### src/rtl/if_id_buffer_pkg.sv
`default_nettype none
//==============================================================================
// Module      : if_id_buffer_pkg
// Description : Shared definitions for the IF/ID boundary stage: the bubble
//               instruction word, the FIFO entry layout and the legal range
//               of FIFO depths.
// Ports       : none (package)
// Revision    : 1.0 - initial release
//==============================================================================
package if_id_buffer_pkg;

   // addi x0, x0, 0 -- the canonical RISC-V NOP, presented on a bubble
   localparam logic [31:0] C_NOP_INSTR = 32'h0000_0013;

   // Legal FIFO depth range
   localparam int C_DEPTH_MIN = 2;
   localparam int C_DEPTH_MAX = 8;

   // One buffered fetch: the instruction and the PC it was fetched from
   typedef struct packed {
      logic [31:0] pc;
      logic [31:0] instr;
   } fetch_entry_t;

endpackage : if_id_buffer_pkg
`default_nettype wire

### src/rtl/if_id_buffer_if_fifo.sv
`default_nettype none
//==============================================================================
// Module      : if_fifo
// Description : Synchronous first-word-fall-through FIFO of fetch entries.
//               Pointers wrap modulo DEPTH, so any depth in range works, not
//               only powers of two. A push on a full FIFO is accepted only
//               when a pop happens in the same cycle.
// Ports       : clk, rst   - clock, synchronous active-high reset
//               clr        - synchronous clear (empties the FIFO)
//               push, din  - write request and entry
//               pop        - read request (ignored when empty)
//               dout       - head entry (valid whenever !empty)
//               count      - number of stored entries, 0..DEPTH
//               full, empty- status flags
// Revision    : 1.0 - initial release
//==============================================================================
module if_fifo
   import if_id_buffer_pkg::*;
#(
   parameter int DEPTH = 2,
   localparam int PW   = (DEPTH > 1) ? $clog2(DEPTH) : 1,
   localparam int CW   = $clog2(DEPTH + 1)
) (
   input  logic          clk,
   input  logic          rst,
   input  logic          clr,
   input  logic          push,
   input  logic          pop,
   input  fetch_entry_t  din,
   output fetch_entry_t  dout,
   output logic [CW-1:0] count,
   output logic          full,
   output logic          empty
);

   fetch_entry_t  r_mem [DEPTH];
   logic [PW-1:0] r_wr_ptr;
   logic [PW-1:0] r_rd_ptr;
   logic [CW-1:0] r_count;

   logic          w_do_pop;
   logic          w_do_push;
   logic [PW-1:0] w_wr_ptr_nxt;
   logic [PW-1:0] w_rd_ptr_nxt;

   assign full  = (r_count == CW'(DEPTH));
   assign empty = (r_count == '0);
   assign count = r_count;
   assign dout  = r_mem[r_rd_ptr];

   // A pop frees the head slot this cycle, so a full FIFO may still accept
   assign w_do_pop  = pop && !empty;
   assign w_do_push = push && (!full || w_do_pop);

   assign w_wr_ptr_nxt = (r_wr_ptr == PW'(DEPTH - 1)) ? '0 : r_wr_ptr + 1'b1;
   assign w_rd_ptr_nxt = (r_rd_ptr == PW'(DEPTH - 1)) ? '0 : r_rd_ptr + 1'b1;

   always_ff @(posedge clk) begin
      if (rst || clr) begin
         r_wr_ptr <= '0;
         r_rd_ptr <= '0;
         r_count  <= '0;
      end else begin
         if (w_do_push) r_wr_ptr <= w_wr_ptr_nxt;
         if (w_do_pop)  r_rd_ptr <= w_rd_ptr_nxt;
         case ({w_do_push, w_do_pop})
            2'b10:   r_count <= r_count + 1'b1;
            2'b01:   r_count <= r_count - 1'b1;
            default: r_count <= r_count;
         endcase
      end
   end

   // Storage needs no reset: occupancy is tracked by r_count alone
   always_ff @(posedge clk) begin
      if (!rst && !clr && w_do_push) r_mem[r_wr_ptr] <= din;
   end

endmodule : if_fifo
`default_nettype wire

### src/rtl/if_id_buffer.sv
`default_nettype none
//==============================================================================
// Module      : if_id_buffer
// Description : IF/ID boundary register. Captures instructions returned by
//               the instruction memory with their PC and presents one
//               registered instruction per cycle to decode. Beats arriving
//               while decode is paused (or while older beats are queued)
//               go through a small FIFO; otherwise they bypass straight into
//               the ID register. fetch_hold throttles the PC so the FIFO
//               always has room for the one in-flight response.
// Ports       : clk, rst            - clock, synchronous active-high reset
//               imem_rvalid/pc/rdata- returned instruction beat
//               pause               - hold the ID register
//               flush               - discard everything held or arriving
//               id_valid/pc/pc4/instr - ID register outputs
//               fetch_hold          - pause request to the PC
//               overflow_err        - sticky: push attempted on a full FIFO
// Revision    : 1.0 - initial release
//==============================================================================
module if_id_buffer
   import if_id_buffer_pkg::*;
#(
   parameter int          DEPTH     = 2,
   parameter logic [31:0] NOP_INSTR = C_NOP_INSTR
) (
   input  logic        clk,
   input  logic        rst,
   input  logic        imem_rvalid,
   input  logic [31:0] imem_pc,
   input  logic [31:0] imem_rdata,
   input  logic        pause,
   input  logic        flush,
   output logic        id_valid,
   output logic [31:0] id_pc,
   output logic [31:0] id_pc4,
   output logic [31:0] id_instr,
   output logic        fetch_hold,
   output logic        overflow_err
);

   localparam int CW = $clog2(DEPTH + 1);

   fetch_entry_t  w_beat;
   fetch_entry_t  w_head;
   logic [CW-1:0] w_count;
   logic          w_full;
   logic          w_empty;
   logic          w_push;
   logic          w_pop;

   logic          r_valid;
   logic [31:0]   r_pc;
   logic [31:0]   r_pc4;
   logic [31:0]   r_instr;
   logic          r_overflow;

   assign w_beat.pc    = imem_pc;
   assign w_beat.instr = imem_rdata;

   // Queued beats must drain first to keep arrival order, so a beat only
   // bypasses the FIFO when it is empty and decode is advancing.
   assign w_pop  = !flush && !pause && !w_empty;
   assign w_push = imem_rvalid && !flush && (pause || !w_empty);

   if_fifo #(
      .DEPTH (DEPTH)
   ) u_fifo (
      .clk   (clk),
      .rst   (rst),
      .clr   (flush),
      .push  (w_push),
      .pop   (w_pop),
      .din   (w_beat),
      .dout  (w_head),
      .count (w_count),
      .full  (w_full),
      .empty (w_empty)
   );

   // Hold one slot early: the PC register still has one response in flight
   assign fetch_hold = (w_count >= CW'(DEPTH - 1));

   always_ff @(posedge clk) begin
      if (rst) begin
         r_valid    <= 1'b0;
         r_pc       <= 32'd0;
         r_pc4      <= 32'd4;
         r_instr    <= NOP_INSTR;
         r_overflow <= 1'b0;
      end else begin
         if (w_push && w_full && !w_pop) r_overflow <= 1'b1;

         if (flush) begin
            r_valid <= 1'b0;
            r_instr <= NOP_INSTR;
         end else if (!pause) begin
            if (!w_empty) begin
               r_valid <= 1'b1;
               r_pc    <= w_head.pc;
               r_pc4   <= w_head.pc + 32'd4;
               r_instr <= w_head.instr;
            end else if (imem_rvalid) begin
               r_valid <= 1'b1;
               r_pc    <= imem_pc;
               r_pc4   <= imem_pc + 32'd4;
               r_instr <= imem_rdata;
            end else begin
               r_valid <= 1'b0;
               r_instr <= NOP_INSTR;
            end
         end
      end
   end

   assign id_valid     = r_valid;
   assign id_pc        = r_pc;
   assign id_pc4       = r_pc4;
   assign id_instr     = r_instr;
   assign overflow_err = r_overflow;

endmodule : if_id_buffer
`default_nettype wire

### config.mk
export PLATFORM = sky130hd
export DESIGN_NAME = if_id_buffer
export DESIGN_NICKNAME = d
export VERILOG_FILES = /design/src/rtl/if_id_buffer_pkg.sv /design/src/rtl/if_id_buffer_if_fifo.sv /design/src/rtl/if_id_buffer.sv
export SDC_FILE = /design/constraint.sdc
export NUM_CORES = 1
export LEC_CHECK = 0
export CAP_MARGIN = 40
export CORE_AREA = 2 2 144 146
export CTS_CLUSTER_SIZE = 30
export DETAILED_ROUTE_END_ITERATION = 12
export DIE_AREA = 0 0 146 148
export GPL_TIMING_DRIVEN = 0
export PLACE_DENSITY = 0.76
export SLEW_MARGIN = 15
export SYNTH_ARGS = -nofsm -noshare
export SYNTH_HDL_FRONTEND = slang
export SYNTH_SLANG_ARGS = --single-unit
export TNS_END_PERCENT = 5
### constraint.sdc
create_clock -name clk -period 8.1 [get_ports clk]
set_input_delay 2.43 -clock clk [delete_from_list [all_inputs] [get_ports clk]]
set_output_delay 2.43 -clock clk [all_outputs]
set_load 0.05 [all_outputs]
==> results.md, run 1 <==
* Outcome: completed
* Clock insertion delay at the later pin of the skew report at 510 ps
* Number of antenna diodes at 0
* Quantity of hold-fixing buffers added after cts at 0
* Path type of the worst min-delay path: reg2reg
* Iter 0 DRT Violations at 473
* Combined area of the multi-input logic cells at 3310 µm²
* Final hold violation count at 0
* Number of resized instances in the post-cts repair step at 0
* Critical-path top delay cell: sky130_fd_sc_hd__clkdlybuf4s50_1
* Number of storage elements in the synthesis netlist at 229
* Sort of element at the end of the critical path: flop
* Biggest fanout along the worst timing path at 10
* Chip Width at 146 µm
* Vias at 7,365
* Cells on worst reg2reg path at 11
* Setup_tns at 0 ps
* Final cell area excluding filler cells at 12,400 µm²
* Residual DRC at 0
* Setup WS pre-CTS at 2670 ps
* Per-cell via count in the routed design at 5.43
* Area of all sequential standard cells at 5870 µm²
* Crit-path max cell delay at 550 ps
* Data required time of the worst path at 8520 ps
* Core Area at 20,000 µm²
* Top cells by area, synth: sky130_fd_sc_hd__edfxtp_1 (41%), sky130_fd_sc_hd__dfxtp_1 (21%), sky130_fd_sc_hd__mux2i_1 (6.3%)
* Synth area leader: sky130_fd_sc_hd__edfxtp_1
* R2R Setup Slk at 4550 ps
* Detailed-route wire length per cell at 18.4 µm
* Total Power at 2.66 mW
* Number of distinct library cells after synthesis at 58
* Sequential cell area fraction in the yosys report at 62.0%
* Post-synthesis average cell area at 10.9 µm²
* Synth Net Count at 941
* Number of sinks driven by the clock tree at 229
* Cell at the root of the clock tree: sky130_fd_sc_hd__clkbuf_16
* Io pins at 168
* Critical path launch point type: input pin
* Clock slew seen by the registers of the worst setup and hold paths at 60 ps
* Period Utilization, post-route at 60.6%
* Share of the core filled with cells at 61.8%
* Global-route track usage on met3 at 5.65%
* Count of antenna-violating nets left after detailed routing at 0
* Final wirelength at 25,000 µm
* # Post-CTS Setup Buffers at 0
* Via count of the first global-routing pass at 7,262
* Post-synth EDFFs at 128
* All-Layer GR Usage at 22.7%
* Synthesis Warnings at 0
* Top cell type's share of synthesized area at 40.6%
* Site Rows at 52
* Placed inst area at 11,600 µm²
* Overall die height at 148 µm
* Final setup violation count at 0
* H-tree levels at 1
* Max Clock Freq at 204 MHz
* Number of cells traversed by the worst hold path at 2
* Number of slew-limit violations in the final report at 0
* Count of port buffers added during placement at 166
* Shortest clock period the worst path allows after layout at 4910 ps
* Placer congestion estimate at 0.876
* Least setup slack across all paths after layout at 3190 ps
* Share of synthesized flip-flops with an asynchronous set or reset at 0%
* Initial Util at 47.2%
* Met2 track utilization from global routing at 39.4%
* TritonRoute pass-1 iters at 5
* Number of fillers in the final layout at 1,681
* Global route overflow at 0
* Number of antenna violations at the first check in global routing at 0
* Flip-flop cell with the highest count after synthesis: sky130_fd_sc_hd__edfxtp_1
* Worst vdd ir at 0.141 mV
* Synthesized instance count at 867
* Power density over the cells at 215 nW/µm²
* Cts bufs inserted at 23
* Overall die area at 21,600 µm²
* Worst reg2reg endpoint: id_pc[18]
* Data arrival time of the critical path at 5320 ps
* Final #Nets at 1,146
* Share of cells above drive strength 1 at 7.64%
* Worst setup path class: in2reg
* Maximum root-to-sink buffer count at 3
* Area of the mapped netlist at 9460 µm²
* Critical R2R Launch: u_fifo.count[0]
* RSZ-0062 raised after global routing: false
* Transition time at the pin with the least slew margin at 839 ps
* Hold Path End: id_pc[17]
* Post-synthesis to final-layout area growth at 30.9%
* Headroom to the max-slew limit at 43.6%
* Met1 layer usage reported by global route at 28.1%
* Post-Route Skew at 8.38 ps
* Clock tree from TritonCTS: built
* Global-route wire length before repair at 38,900 µm
* CP startpoint: imem_pc[2]
* Gr busiest metal: met2
* Maximum Capacitance Violations at 0
* Worst-path cell chain: clkdlybuf4s50_1, nand2_1, o21ai_0, ha_1, o211a_1, nand4b_2, or4b_1, buf_2, or4_1, a311oi_1
* Leakage power at 4.13 nW
* Half-perimeter wire length of the detailed placement result at 18,100 µm
* Launch instance of the worst min-delay path: id_pc[17]
* Largest net degree at the start of global routing at 16
worst max-delay path: cells and delay by family:
kind	cells	cell delay, ps
buffers and inverters	2	740
adder cells (fa/ha/maj)	1	240
AND/OR/NAND/NOR	4	1310
AO/OA/AOI/OAI	3	590
power breakdown:
group | internal [mW] | total, mW | switching (mW)
sequential | 1.26 | 1.27 | 0.0159
clock | 0.621 | 1.05 | 0.431
combinational | 0.119 | 0.335 | 0.216
total | 2.00 | 2.66 | 0.663
cell type report:
| cell class | count | share of cell area (%) |
|---|---|---|
| inverters | 4 | 0.121 |
| plain buffers | 60 | 2.32 |
| repair buffers | 180 | 14.7 |
| well taps | 270 | 2.73 |
| clock inverters | 10 | 0.888 |
| flip-flops and latches | 229 | 47.3 |
| multi-input cells | 574 | 26.7 |
| clock buffers | 30 | 5.18 |
cells by family (layout without fill, tap and decap cells):
| family | after synthesis | count (layout) | share of synthesized area (%) |
|---|---|---|---|
| adder cells (fa/ha/maj) | 5 | 5 | 0.661 |
| XOR/XNOR | 15 | 15 | 1.39 |
| buffers and inverters | 64 | 284 | 3.20 |
| AND/OR/NAND/NOR | 312 | 312 | 14.7 |
| multiplexers | 65 | 65 | 6.94 |
| flip-flops | 229 | 229 | 62.0 |
| AO/OA/AOI/OAI | 177 | 177 | 11.1 |
per-stage QoR:
step / hold slack (ps) / cells
2_1_floorplan: 479 / 867
3_3_place_gp: 442 / 1303
3_5_place_dp: 446 / 1316
4_1_cts: 454 / 1356
5_1_grt: 477 / 1357
6_report: 453 / 1357
synthesized netlist by cell type (2+ instances only):
master	number
sky130_fd_sc_hd__buf_1	13
sky130_fd_sc_hd__inv_1	4
sky130_fd_sc_hd__nand3_1	14
sky130_fd_sc_hd__a31oi_1	2
sky130_fd_sc_hd__edfxtp_1	128
sky130_fd_sc_hd__nor3_1	8
sky130_fd_sc_hd__and3_1	2
sky130_fd_sc_hd__nand4_1	8
sky130_fd_sc_hd__xor2_1	8
sky130_fd_sc_hd__or4_1	6
sky130_fd_sc_hd__xnor2_1	7
sky130_fd_sc_hd__o31ai_1	3
sky130_fd_sc_hd__nand2b_1	6
sky130_fd_sc_hd__nor2b_1	2
sky130_fd_sc_hd__a21oi_1	99
sky130_fd_sc_hd__o211ai_1	5
sky130_fd_sc_hd__o21ai_2	9
sky130_fd_sc_hd__nand4_2	2
sky130_fd_sc_hd__buf_2	7
sky130_fd_sc_hd__mux2i_1	60
sky130_fd_sc_hd__and2_1	2
sky130_fd_sc_hd__nor4_1	5
sky130_fd_sc_hd__nand2_1	110
sky130_fd_sc_hd__nor2_1	127
sky130_fd_sc_hd__o21ai_0	18
sky130_fd_sc_hd__a211oi_1	14
sky130_fd_sc_hd__buf_4	3
sky130_fd_sc_hd__nor4b_1	3
sky130_fd_sc_hd__nand4b_1	2
sky130_fd_sc_hd__mux2_2	4
sky130_fd_sc_hd__dfxtp_1	101
sky130_fd_sc_hd__buf_6	2
sky130_fd_sc_hd__o22ai_1	3
sky130_fd_sc_hd__ha_1	5
sky130_fd_sc_hd__o21ai_1	8
sky130_fd_sc_hd__clkbuf_1	33
sky130_fd_sc_hd__or3_1	7
sky130_fd_sc_hd__a311oi_1	7
registers in the layout, indices dropped and copies added (netlist names), named ones only:
name,count
id_instr,32
id_pc,32
id_pc4,30
id_valid,1
overflow_err,1
u_fifo.count,2
u_fifo.r_mem,128
u_fifo.r_rd_ptr,1
u_fifo.r_wr_ptr,1
worst max path at each step:
stage / end / slack [ps] / cells past startpoint
2_1_floorplan: u_fifo.r_mem[0][0] / 200 / 4
3_3_place_gp: u_fifo.r_mem[0][50] / -3380 / 5
3_5_place_dp: id_pc4[22] / 2670 / 10
4_1_cts: id_pc4[22] / 3190 / 10
5_1_grt: id_pc4[26] / 3080 / 10
6_report: id_pc4[22] / 3190 / 10
metal layers:
| layer | vias to the layer above | routed length, µm | share of wire (%) |
|---|---|---|---|
| li1 | 3515 | - | - |
| met1 | 3508 | 10100 | 40 |
| met2 | 295 | 12100 | 48 |
| met3 | 47 | 2220 | 8.9 |
| met4 | 0 | 614 | 2.5 |
| met5 | - | 0 | 0 |
cells in the final DEF (no fill, tap or decap), drive strengths merged, types with 4 or more instances in the layout:
master / netlist / final
dfxtp: 101 / 101
nor2: 127 / 127
or4: 6 / 6
mux2i: 60 / 60
o211ai: 5 / 5
nor4: 6 / 6
nand3: 14 / 14
clkbuf: 33 / 63
nor3: 8 / 8
clkdlybuf4s50: 0 / 166
clkinv: 0 / 7
ha: 5 / 5
nand4: 10 / 10
a311oi: 7 / 7
or3: 7 / 7
mux2: 5 / 5
a211oi: 14 / 14
edfxtp: 128 / 128
xor2: 8 / 8
nand2b: 6 / 6
buf: 27 / 41
nand2: 110 / 110
xnor2: 7 / 7
inv: 4 / 4
a21oi: 99 / 99
o21ai: 36 / 36
Power figures use the tool's default switching activity.
==> run 2, diff against run 1 <==
- clock period: 8.1 -> 4.1 ns (I/O delays scaled with it)
==> results.md, run 2 (same netlist as run 1, synthesis figures left out) <==
* Outcome: completed
* Clock tree from TritonCTS: built
* Count of antenna-violating nets left after detailed routing at 0 (unchanged)
* Headroom to the max-slew limit at 46.0% (+2.4 points)
* Initial Util at 47.2% (unchanged)
* Final cell count without fillers at 1,357 (unchanged)
* Final wirelength at 24,800 µm (-0.56%)
* Area of all sequential standard cells at 5870 µm² (unchanged)
* Leakage power at 4.14 nW (+0.34%)
* Post-synthesis to final-layout area growth at 31.6%
* Io pins at 168 (unchanged)
* RSZ-0062 raised after global routing: false
* WL met2 at 11,700 µm (-3.0%)
* Count of placed standard cells including taps at 1,313 (-0.23%)
* Number of cells traversed by the worst hold path at 2 (unchanged)
* Met3 layer wire length in the routed design at 2420 µm (+8.9%)
* Share of cells above drive strength 1 at 7.18% (-0.46 points)
* Power density over the cells at 434 nW/µm² (+100%)
* Worst-path cell chain: clkdlybuf4s50_1, nand2_1, o21ai_0, ha_1, o211a_1, nand4b_2, or4b_1, buf_2, or4_1, a311oi_1
* TritonRoute pass-1 iters at 5 (unchanged)
* Flip-flop count of the largest register, all copies and words added at 128 (unchanged)
* Residual DRC at 0 (unchanged)
* Sort of element at the end of the critical path: flop
* Crit-path max cell delay at 560 ps (about the same)
* Number of slew-limit violations in the final report at 0 (unchanged)
* Number of resized instances in the post-cts repair step at 0 (unchanged)
* Cts bufs inserted at 24 (+4.3%)
* Detailed-route wire length per cell at 18.3 µm (-0.56%)
* Placed inst area at 11,600 µm² (about the same)
* Number of antenna diodes at 0 (unchanged)
* Most frequent cells in the layout: sky130_fd_sc_hd__clkdlybuf4s50_1 (166), sky130_fd_sc_hd__edfxtp_1 (128), sky130_fd_sc_hd__nor2_1 (127), sky130_fd_sc_hd__nand2_1 (110), sky130_fd_sc_hd__dfxtp_1 (101)
* Final hold violation count at 0 (unchanged)
* Transition time at the pin with the least slew margin at 810 ps (-28.3 ps)
* Vias at 7,291 (-1.0%)
* Top metal layer carrying routed signals: met4
* Overall die area at 21,600 µm² (unchanged)
* Leading cell type in the layout, fill and taps excluded: sky130_fd_sc_hd__clkdlybuf4s50_1
* Critical path launch point type: input pin
* Data required time of the worst path at 4510 ps (-4010 ps)
* Overall die height at 148 µm (unchanged)
* Core Area at 20,000 µm² (unchanged)
* Shortest clock period the worst path allows after layout at 3760 ps
* Count of port buffers added during placement at 166 (unchanged)
* Per-cell via count in the routed design at 5.37 (-1.0%)
* Final cell area excluding filler cells at 12,500 µm² (+0.48%)
* Number of sinks driven by the clock tree at 229 (unchanged)
* Clock slew seen by the registers of the worst setup and hold paths at 60 ps (about the same)
* Path type of the worst min-delay path: reg2reg
* Period Utilization, post-route at 91.7%
* Half-perimeter wire length of the detailed placement result at 17,700 µm (-1.9%)
* Placer congestion estimate at 0.896 (+2.4%)
* Maximum Capacitance Violations at 0 (unchanged)
* Quantity of hold-fixing buffers added after cts at 0 (unchanged)
* Worst vdd ir at 0.309 mV (+120%)
* Cell at the root of the clock tree: sky130_fd_sc_hd__clkbuf_16
* Via count of the first global-routing pass at 7,096 (-2.3%)
* Maximum root-to-sink buffer count at 3 (unchanged)
* Number of antenna violations at the first check in global routing at 0 (unchanged)
* Data arrival time of the critical path at 4170 ps (-1150 ps)
* Global-route wire length before repair at 39,000 µm (+0.25%)
* Chip Width at 146 µm (unchanged)
* Combined area of the multi-input logic cells at 3320 µm² (+0.19%)
* Post-Route M1 WL at 10,300 µm (+2.1%)
* Site Rows at 52 (unchanged)
* Global route overflow at 0 (unchanged)
* Clock insertion delay at the later pin of the skew report at 510 ps (about the same)
* Iter 0 DRT Violations at 558 (+18%)
* Register containing the most flip-flops in the final layout: u_fifo.r_mem
* Post-Route Skew at 13.4 ps (+5.05 ps)
* Final setup violation count at 0 (unchanged)
* # Post-CTS Setup Buffers at 0 (unchanged)
* Worst setup path class: in2reg
* Max Clock Freq at 266 MHz
* Final #Nets at 1,143 (-0.26%)
* Critical-path top delay cell: sky130_fd_sc_hd__clkdlybuf4s50_1
* Biggest fanout along the worst timing path at 10 (unchanged)
* Number of fillers in the final layout at 1,710 (+1.7%)
* Cells on worst reg2reg path at 12 (+1)
* H-tree levels at 1 (unchanged)
* All-Layer GR Usage at 22.5% (-0.12 points)
* Largest net degree at the start of global routing at 16 (unchanged)
-- run 2: cell type report --
cell class / count / area share, %
sequential: 229 / 47.1
multi-input combinational: 574 / 26.6
timing repair buffer: 176 / 14.5
clock buffer: 38 / 5.74
tap: 270 / 2.71
buffer: 60 / 2.31
clock inverter: 6 / 0.824
inverter: 4 / 0.121
-- run 2: per-layer routing --
metal / GRT usage, % / up-vias
met4: 4.51 / 0
li1: - / 3520
met5: 0 / -
met1: 29.3 / 3452
met3: 6.36 / 33
met2: 38.0 / 286
-- run 2: path summary, 6_finish.rpt --
| path | startpoint | endpoint | slack [ps] |
|---|---|---|---|
| setup / recovery | imem_pc[2] | id_pc4[22] | 340 |
| hold / removal | id_pc[3] | id_pc[3] | 450 |
| setup reg to reg | u_fifo.count[0] | id_pc4[22] | 580 |
| hold reg to reg | id_pc[3] | id_pc[3] | 450 |
-- run 2: worst max-delay path, delay by kind of cell --
family                     cells  cell delay [ps]
buffers and inverters          2              760
adders and majority gates      1              260
AOI/OAI and AO/OA              3              620
and+or+nand+nor                4             1310
-- run 2: power breakdown --
| group | total [mW] | switching (mW) | internal (mW) | leakage (nW) |
|---|---|---|---|---|
| logic | 0.664 | 0.429 | 0.235 | 1.77 |
| clock network | 2.23 | 0.852 | 1.38 | 0.397 |
| registers | 2.51 | 0.0296 | 2.48 | 1.98 |
| total | 5.41 | 1.31 | 4.09 | 4.14 |
-- run 2: metrics by stage --
| step | worst slack, ps | hold WS [ps] | utilization [%] | setup TNS, ps | power, mW |
|---|---|---|---|---|---|
| after floorplan | -670 | 479 | - | -42910 | 2.96 |
| after global placement | -2940 | 444 | 57.3 | -284750 | 3.21 |
| after detailed placement | -142 | 446 | 58.1 | -335 | 3.22 |
| after CTS | 370 | 454 | 62.1 | 0 | 5.44 |
| after global routing | 196 | 470 | 62.1 | 0 | 5.59 |
| final | 339 | 451 | 62.1 | 0 | 5.41 |
==> run 3, diff against run 2 <==
- CAP_MARGIN: 40 -> default
==> results.md, run 3 (same netlist as run 1, synthesis figures left out) <==
* Shortest clock period the worst path allows after layout at 3770 ps (+8.64 ps)
* Power density over the cells at 444 nW/µm² (+2.4%)
* Quantity of hold-fixing buffers added after cts at 0 (unchanged)
* Via count of the first global-routing pass at 7,106 (+0.14%)
* Met1 layer usage reported by global route at 29.3% (about the same)
* Global-route track usage on met3 at 5.80% (-0.56 points)
* Maximum root-to-sink buffer count at 3 (unchanged)
* Met2 track utilization from global routing at 38.1% (+0.047 points)
* Placer congestion estimate at 0.896 (unchanged)
* Count of placed standard cells including taps at 1,313 (unchanged)
* Share of cells above drive strength 1 at 8.00% (+0.82 points)
* Io pins at 168 (unchanged)
* Number of resized instances in the post-cts repair step at 0 (unchanged)
* TritonRoute pass-1 iters at 4 (-1)
* Post-synthesis to final-layout area growth at 32.3%
* Final cell count without fillers at 1,358 (+0.074%)
* Initial Util at 47.2% (unchanged)
* Per-cell via count in the routed design at 5.44 (+1.3%)
* Transition time at the pin with the least slew margin at 786 ps (-24.2 ps)
* Leakage power at 4.17 nW (+0.65%)
* Residual DRC at 0 (unchanged)
* Count of port buffers added during placement at 166 (unchanged)
* Overall die area at 21,600 µm² (unchanged)
* Register containing the most flip-flops in the final layout: u_fifo.r_mem
* Most frequent cells in the layout: sky130_fd_sc_hd__clkdlybuf4s50_1 (166), sky130_fd_sc_hd__edfxtp_1 (128), sky130_fd_sc_hd__nor2_1 (127), sky130_fd_sc_hd__nand2_1 (110), sky130_fd_sc_hd__dfxtp_1 (101)
* H-tree levels at 1 (unchanged)
* Worst setup path class: in2reg
* Gr busiest metal: met2
* Combined area of the multi-input logic cells at 3320 µm² (unchanged)
* Number of fillers in the final layout at 1,675 (-2.0%)
* Vias at 7,388 (+1.3%)
* Clock slew seen by the registers of the worst setup and hold paths at 60 ps (about the same)
* Number of antenna diodes at 0 (unchanged)
* Worst vdd ir at 0.311 mV (+0.73%)
* Biggest fanout along the worst timing path at 10 (unchanged)
* Data arrival time of the critical path at 4190 ps (+20 ps)
* Number of sinks driven by the clock tree at 229 (unchanged)
* Critical path launch point type: input pin
* Final setup violation count at 0 (unchanged)
* Period Utilization, post-route at 91.9% (+0.21 points)
* Overall die height at 148 µm (unchanged)
* All-Layer GR Usage at 22.6% (+0.074 points)
* Sort of element at the end of the critical path: flop
* Chip Width at 146 µm (unchanged)
* Detailed-route wire length per cell at 18.3 µm (+0.14%)
* # Post-CTS Setup Buffers at 0 (unchanged)
* Flip-flop count of the largest register, all copies and words added at 128 (unchanged)
* Data required time of the worst path at 4520 ps (about the same)
* Global route overflow at 0 (unchanged)
* Clock insertion delay at the later pin of the skew report at 510 ps (about the same)
* Half-perimeter wire length of the detailed placement result at 17,700 µm (-0.13%)
* Max Clock Freq at 265 MHz (-0.23%)
* Post-Route Skew at 10.5 ps (-2.93 ps)
* Number of antenna violations at the first check in global routing at 0 (unchanged)
* Final wirelength at 24,900 µm (+0.21%)
* Setup WS pre-CTS at -143 ps (-0.472 ps)
* Largest net degree at the start of global routing at 16 (unchanged)
* Area of all sequential standard cells at 5870 µm² (unchanged)
* Headroom to the max-slew limit at 47.0% (+1.1 points)
* Least setup slack across all paths after layout at 331 ps (-8.64 ps)
* Site Rows at 52 (unchanged)
* Clock tree from TritonCTS: built
* Cell at the root of the clock tree: sky130_fd_sc_hd__clkbuf_16
* Path type of the worst min-delay path: reg2reg
* Final hold violation count at 0 (unchanged)
* Leading cell type in the layout, fill and taps excluded: sky130_fd_sc_hd__clkdlybuf4s50_1
* Number of slew-limit violations in the final report at 0 (unchanged)
* Core Area at 20,000 µm² (unchanged)
* Global-route wire length before repair at 39,000 µm (about the same)
* Outcome: completed
* RSZ-0062 raised after global routing: false
* Maximum Capacitance Violations at 0 (unchanged)
* Count of antenna-violating nets left after detailed routing at 0 (unchanged)
* WHS at 451 ps (-0.0610 ps)
* Iter 0 DRT Violations at 551 (-1.3%)
* Final #Nets at 1,144 (+0.087%)
* Cts bufs inserted at 25 (+4.2%)
run 3: cell types whose count changed in the layout (fill, tap and decap cells not counted):
cell / change
sky130_fd_sc_hd__bufinv_16: +2
sky130_fd_sc_hd__clkinv_2: +2
sky130_fd_sc_hd__clkbuf_8: -2
sky130_fd_sc_hd__clkbuf_1: -7
sky130_fd_sc_hd__clkinv_4: +2
sky130_fd_sc_hd__inv_8: +1
sky130_fd_sc_hd__clkinv_1: -1
sky130_fd_sc_hd__clkinvlp_4: +4
run 3: layout make-up:
type,instances,share of cell area [%]
sequential,229,46.8
clock buffer,29,5.27
timing repair buffer,176,14.5
multi-input combinational,574,26.5
inverter,4,0.120
clock inverter,16,1.82
tap,270,2.70
buffer,60,2.30
run 3: where the power goes:
| group | leakage (nW) | switching [mW] | internal, mW |
|---|---|---|---|
| Clock | 0.424 | 0.913 | 1.48 |
| Sequential | 1.98 | 0.0300 | 2.48 |
| Combinational | 1.77 | 0.430 | 0.235 |
| Total | 4.17 | 1.37 | 4.19 |
run 3: worst max-delay path, stage by stage:
cell                              delay (ps)
sky130_fd_sc_hd__clkdlybuf4s50_1         560
sky130_fd_sc_hd__nand2_1                  70
sky130_fd_sc_hd__o21ai_0                 170
sky130_fd_sc_hd__ha_1                    260
sky130_fd_sc_hd__o211a_1                 200
sky130_fd_sc_hd__nand4b_2                160
sky130_fd_sc_hd__or4b_1                  540
sky130_fd_sc_hd__buf_2                   190
sky130_fd_sc_hd__or4_1                   550
sky130_fd_sc_hd__a311oi_1                260
run 3: path summary, 6_finish.rpt:
kind	startpoint	slack (ps)	cells after the start	endpoint
worst max register to register	u_fifo.count[0]	570	12	id_pc4[26]
worst min-delay path	id_pc[3]	450	2	id_pc[3]
worst max-delay path	imem_pc[2]	330	10	id_pc4[26]
worst min register to register	id_pc[3]	450	2	id_pc[3]
run 3: through the flow:
step / util [%] / TNS [ps] / instance area (µm²) / power, mW
after floorplan: - / -42910 / 9480 / 2.96
after global placement: 57.3 / -284750 / 11500 / 3.21
after detailed placement: 58.1 / -335 / 11600 / 3.22
after CTS: 62.5 / 0 / 12500 / 5.60
after global routing: 62.5 / 0 / 12500 / 5.75
final: 62.5 / 0 / 12500 / 5.57
run 3: metal layers:
layer	vias up	part of all wire (%)
met1	3541	42
met4	0	2.2
li1	3524	-
met2	282	47
met3	41	8.9
met5	-	0
